### src/rtl/kf_update_seq.sv
// kf_update_seq: scalar Kalman measurement-update sequencer driving an external arithmetic unit
module kf_update_seq #(
  parameter int W    = 24,
  parameter int FRAC = 14
) (
  input  logic         clk,
  input  logic         rst,
  input  logic         cfg_we,
  input  logic [1:0]   cfg_addr,
  input  logic [W-1:0] cfg_data,
  input  logic         meas_valid,
  input  logic [W-1:0] meas_z,
  output logic         meas_ready,
  output logic         au_start,
  output logic [W-1:0] au_R,
  output logic [W-1:0] au_S,
  output logic [W-1:0] au_Iimm,
  output logic [1:0]   au_op_sel,
  output logic [1:0]   au_mul_y_sel,
  input  logic [W-1:0] au_result,
  input  logic         au_done,
  output logic [W-1:0] x_out,
  output logic [W-1:0] p_out,
  output logic         out_valid,
  output logic         busy
);
  if (FRAC >= W - 1) begin : g_frac_chk
    $error("FRAC must leave at least one integer bit");
  end
  typedef enum logic [1:0] {IDLE, ISSUE, WAIT, OUT} state_t;
  localparam logic [1:0] OP_ADD = 2'b00, OP_SUB = 2'b01, OP_MUL = 2'b10, OP_DIV = 2'b11;
  state_t state, state_nx;
  logic [2:0] step;
  logic [W-1:0] x, p, q, r, z, pp, s, k, inn, t;
  logic accept, wb;
  assign meas_ready   = (state == IDLE) && !cfg_we;
  assign accept       = meas_valid && meas_ready;
  assign wb           = (state == WAIT) && au_done;
  assign au_start     = state == ISSUE;
  assign out_valid    = state == OUT;
  assign busy         = state != IDLE;
  assign au_Iimm      = '0;
  assign au_mul_y_sel = 2'b00;
  assign x_out        = x;
  assign p_out        = p;
  // microprogram decode: operands and opcode follow the step counter only
  always_comb begin
    au_R      = p;
    au_S      = q;
    au_op_sel = OP_ADD;
    case (step)
      3'd0: begin au_R = p;  au_S = q;   au_op_sel = OP_ADD; end
      3'd1: begin au_R = pp; au_S = r;   au_op_sel = OP_ADD; end
      3'd2: begin au_R = pp; au_S = s;   au_op_sel = OP_DIV; end
      3'd3: begin au_R = z;  au_S = x;   au_op_sel = OP_SUB; end
      3'd4: begin au_R = k;  au_S = inn; au_op_sel = OP_MUL; end
      3'd5: begin au_R = x;  au_S = t;   au_op_sel = OP_ADD; end
      3'd6: begin au_R = k;  au_S = pp;  au_op_sel = OP_MUL; end
      default: begin au_R = pp; au_S = t; au_op_sel = OP_SUB; end
    endcase
  end
  always_comb begin
    state_nx = state;
    case (state)
      IDLE:    state_nx = accept ? ISSUE : IDLE;
      ISSUE:   state_nx = WAIT;
      WAIT:    state_nx = au_done ? ((step == 3'd7) ? OUT : ISSUE) : WAIT;
      default: state_nx = IDLE;
    endcase
  end
  always_ff @(posedge clk or posedge rst) begin
    if (rst) begin
      state <= IDLE;
      step  <= '0;
      x     <= '0;
      p     <= '0;
      q     <= '0;
      r     <= '0;
      z     <= '0;
      pp    <= '0;
      s     <= '0;
      k     <= '0;
      inn   <= '0;
      t     <= '0;
    end else begin
      state <= state_nx;
      if (state == IDLE && cfg_we)
        case (cfg_addr)
          2'd0:    x <= cfg_data;
          2'd1:    p <= cfg_data;
          2'd2:    q <= cfg_data;
          default: r <= cfg_data;
        endcase
      if (accept) begin
        z    <= meas_z;
        step <= '0;
      end
      if (wb) begin
        case (step)
          3'd0:       pp  <= au_result;
          3'd1:       s   <= au_result;
          3'd2:       k   <= au_result;
          3'd3:       inn <= au_result;
          3'd4, 3'd6: t   <= au_result;
          3'd5:       x   <= au_result;
          default:    p   <= au_result;
        endcase
        if (step != 3'd7) step <= step + 3'd1;
      end
    end
  end
endmodule

### config.mk
export PLATFORM = sky130hd
export DESIGN_NAME = kf_update_seq
export DESIGN_NICKNAME = d
export VERILOG_FILES = /design/src/rtl/kf_update_seq.sv
export SDC_FILE = /design/constraint.sdc
export NUM_CORES = 1
export LEC_CHECK = 0
export CAP_MARGIN = 15
export CORE_ASPECT_RATIO = 1.4
export CORE_MARGIN = 4
export CORE_UTILIZATION = 30
export CTS_CLUSTER_DIAMETER = 80
export CTS_CLUSTER_SIZE = 14
export DETAILED_ROUTE_END_ITERATION = 16
export DONT_BUFFER_PORTS = 1
export HOLD_SLACK_MARGIN = 0.03
export PLACE_DENSITY = 0.41
export SYNTH_ARGS = -nofsm -noshare
export SYNTH_HDL_FRONTEND = slang
export SYNTH_SLANG_ARGS = --single-unit
### constraint.sdc
create_clock -name clk -period 10.41 [get_ports clk]
set_clock_uncertainty 0.15 [all_clocks]
set_input_delay 2.082 -clock clk [delete_from_list [all_inputs] [get_ports clk]]
set_output_delay 2.082 -clock clk [all_outputs]
set_load 0.1 [all_outputs]
After elaboration in Yosys (flattened, before gate mapping)
Cells that the tools add are included.
{"block": "totals", "register_bits": 245, "inputBits": 79, "out_inout_bits": 128, "word_cells": 65}
{"block": "op_classes", "n_addsub": 1, "n_eq_ne": 13, "n_mux": 18, "bitwise_logic": 1, "n_reduce_logical": 20}
{"cell": "24-bit 2-to-1 mux", "count": 8}
{"cell": "24-bit one-hot mux with 6 select lines", "count": 1}
{"cell": "24-bit one-hot mux with 4 select lines", "count": 1}
{"cell": "2-bit AND reduction", "count": 7}
{"cell": "3-bit == test (second input constant)", "count": 4}
{"cell": "2-bit one-hot mux with 3 select lines", "count": 2}
{"cell": "3-bit 2-to-1 mux", "count": 3}
{"cell": "7-bit OR reduction", "count": 1}
{"cell": "2-bit == test (second input constant)", "count": 3}
{"cell": "3-bit by 2-bit == test with 1-bit output (second input constant)", "count": 2}
{"cell": "3-bit OR reduction", "count": 2}
{"cell": "2-bit by 1-bit == test with 1-bit output (second input constant)", "count": 2}
{"cell": "1-bit logical AND", "count": 4}
{"cell": "2-bit zero test", "count": 2}
{"cell": "2-bit 2-to-1 mux", "count": 2}
{"cell": "3-bit by 1-bit adder with 3-bit output (second input constant)", "count": 1}
{"cell": "3-bit by 1-bit == test with 1-bit output (second input constant)", "count": 1}
{"cell": "3-bit zero test", "count": 1}
{"cell": "3-bit != test (second input constant)", "count": 1}
{"cell": "2-bit nonzero test", "count": 1}
{"cell": "2-bit OR reduction", "count": 1}
{"cell": "1-bit zero test", "count": 1}
{"cell": "1-bit 2-to-1 mux", "count": 1}
{"cell": "1-bit inverter", "count": 1}

Logic depth before layout (Yosys ltp)
{"block": "logic_depth", "ltp_word": 6, "ltp_mapped": 9, "mapped_depth_nobuf": 5}

Least setup slack after synthesis
No wires, ideal clock.
{"block": "synth_timing", "path_kind": "input -> output", "from": "input port cfg_we", "to": "output port meas_ready", "arrival_time_ps": 3335, "t_required_ps": 8178, "path_slack_ps": 4843, "stages": 1, "n_path_buf": 0, "path_cell_list": "nor2_1"}
{"block": "synth_between", "elab_chain_cells": 2}
{"element": "from (decl)", "line_no": "8", "rtl": "input logic cfg_we,"}
{"element": "1-bit zero test", "line_no": "36", "rtl": "assign meas_ready = (state == IDLE) && !cfg_we;"}
{"element": "1-bit logical AND", "line_no": "36"}
{"element": "to (decl)", "line_no": "13", "rtl": "output logic meas_ready,"}
No other way between the ends.

Worst setup path after layout
{"block": "layout_timing", "from": "register step[0]", "to": "output port au_S[2]"}
{"block": "layout_between", "elab_chain_cells": 2, "elab_cells_between_ends": 7, "classes_between": "eq/ne: 5; mux: 1; reduce/logical: 1"}
{"element": "from (decl)", "line_no": "33", "rtl": "logic [2:0] step;"}
{"element": "from (signal assigned)", "line_no": "108", "rtl": "if (step != 3'd7) step <= step + 3'd1;"}
{"element": "3-bit == test (tied with other cells)", "line_no": "51", "rtl": "case (step)"}
{"element": "24-bit one-hot mux with 6 select lines *", "line_no": "51"}
{"element": "to (decl)", "line_no": "16", "rtl": "output logic [W-1:0] au_S,"}
Every way passes the cells marked *; elsewhere a longest branch is shown, timed or not.

==> impl_metrics.yaml <==
run_status:
  status: "completed"
synthesis:
  yosys.cell_types.count: 46
  synth-edff-count: 0
  synth_most_common_cell: "dfrtp_1"
  synth_common_cells: "dfrtp_1, mux2_2, nand3_1"
  yosysTopAreaCell: "dfrtp_1"
  yosysWarnings: 0
  synth_area_um2: 12530
  synth_cells: 1119
  yosys_most_used_dff: "dfrtp_1"
  synth_seq_area_share: 0.4892
  synth_seq_cells: 245
  synth_top_area_frac: 0.4892
  async_flop_share: 1.000
  avgSynthCellArea_um2: 11.20
  synth_area_leaders: "dfrtp_1, mux2_2, nand3_1"
final_layout:
  antennaDiodeCount: 0
  drive_above_1_share: 0.2738
  fillCellCount: 4205
  layout.nets: 1146
  area_growth_pct: 8.206
sta:
  final_hold_viol_count: 0
  min_period_over_period: 0.5733
  grt_setup_unrepaired: "no"
  max-slew-margin-rel: 0.1767
  report.final.slew_viol_count: 0
  max_freq_mhz: 167.6
  worstMarginPinSlew_ns: 1.232
  tns_ns: 0
  min_period_ns: 5.968
  finalSetupViolCount: 0
route:
  drc: 0
  routed_wl_um: 47870
  vias: 9207
  vias_per_cell: 5.744
  drt_first_iter_violations: 549
  antenna_left: 0
  wl_per_cell_um: 29.87
  dr.pass1.iters: 5
worst_setup_path:
  crit_type: "flop to output port"
  slowest_delay_ns: 0.98
  critPathBufInv: 2
  cp_max_fo: 19
  slowest_stage: "clkinv_1"
  start_kind: "flop"
  crit_required_ns: 8.18
  critPathTopFamily: "buffers and inverters"
  crit_arrival_ns: 3.74
  crit_chain: "inv_1 -> ha_1 -> clkinv_1 -> o221ai_1 -> mux2_2"
  end_kind: "output port"
placed_design:
  dpl.hpwl_um: 30670
  routabilityCongestion: 0.7619
  portBuffers: 0
floorplan:
  start_util: 0.3035
  die_area_um2: 45160
  ioPinCount: 207
  die_x_um: 180.7
  coreArea_um2: 41290
  rows: 88
  die_h_um: 249.8
clock_network:
  cts.path.max_buffers: 3
  ctsHoldBuffers: 0
  clock_latency_ns: 0.52
  cts_resized: 0
  clockRootBuffer: "clkbuf_16"
  cts_inserted_buffers: 21
  cts_tree: "done"
  path_clk_slew_ns: 0.07
  postCtsSetupBuffers: 0
  clock_sinks: 245
  htreeDepth: 1
min_path:
  min_path_type: "flop to flop"
global_route:
  grt_pass1_vias: 9676
  grt_max_degree: 147
  grt_antenna_before_repair: 0
  grt_first_pass_wirelength_um: 70050
  overflow: 0
  grt_usage: 0.2059
flow_run:
  cap_violations: 0
path summary, 6_finish.rpt:
path	from	to	slack [ns]	cells past startpoint
hold / removal	r[5]	r[5]	0.36	1
setup reg to reg	step[2]	t[12]	6.61	5
max in group asynchronous	rst	q[12]	7.41	2
min in group asynchronous	rst	z[1]	1.36	1
setup / recovery	step[0]	au_S[2]	4.44	5
hold reg to reg	r[5]	r[5]	0.36	1
flip-flops by register name (all words and copies together) (netlist names):
register	cells
inn	24
k	24
p_out	24
pp	24
q	24
r	24
s	24
t	24
x_out	24
z	24
step	3
state	2
routing by layer:
| metal | GRT usage | up-vias | part of all wire |
|---|---|---|---|
| li1 | - | 4037 | - |
| met1 | 0.2425 | 4753 | 0.38 |
| met2 | 0.3608 | 349 | 0.50 |
| met3 | 0.04797 | 68 | 0.067 |
| met4 | 0.08301 | 0 | 0.043 |
| met5 | 0 | - | 0 |
cell families (layout without fill, tap and decap cells):
group                    after synthesis  after routing  synth area share
AO/OA/AOI/OAI                        268            268            0.1474
adder cells (fa/ha/maj)                6              6          0.005990
buffers and inverters                169             88           0.06469
flip-flops                           245            245            0.4892
multiplexers                         226            226            0.2053
other                                  1             26         0.0002992
AND/OR/NAND/NOR                      204            204           0.08715
area by class of cell:
class / count / area [um2] / area share
sequential: 245 / 6135 / 0.4523
multi-input combinational: 730 / 5802 / 0.4278
tap: 540 / 675.6 / 0.04982
clock buffer: 22 / 529.3 / 0.03903
timing repair buffer: 32 / 252.7 / 0.01864
inverter: 31 / 123.9 / 0.009134
clock inverter: 3 / 43.79 / 0.003229
per-stage QoR:
step	cell area [um2]	setup slack [ns]	util	hold WS, ns	cells
final	13560	4.442	0.3285	0.3563	1603
after global routing	13560	4.292	0.3285	0.3632	1603
after CTS	13560	4.422	0.3285	0.3590	1603
after detailed placement	12990	4.999	0.3146	0.3432	1578
after global placement	12990	5.015	0.3146	0.3376	1578
after floorplan	12630	1.448	-	0.3267	1144
layout by cell type (no fill, tap or decap), types with 24 or more instances in the layout:
master     Yosys  layout
dfrtp_1      245     244
mux2_2       196     196
conb_1         1      26
a2111oi_0     24      24
buf_4         26      31
o2111ai_1     24      24
nor3_1        25      24
a31oi_1       55      48
nand2_1       34      34
inv_1         29      27
a22oi_1       24      24
nand3_1       96      96
nand3b_1      26      26
o21ai_0       79      79
worst reg2reg max path, stage by stage (launching register included):
cell and delay [ns]:
dfrtp_4 0.71, buf_4 0.79, o21ai_4 0.60, nor2_4 0.65, buf_4 0.39, mux2_2 0.39
Power is left out: the tool's default activity adds up to more than one toggle a clock period on the data nets, which glitch-free logic cannot reach.
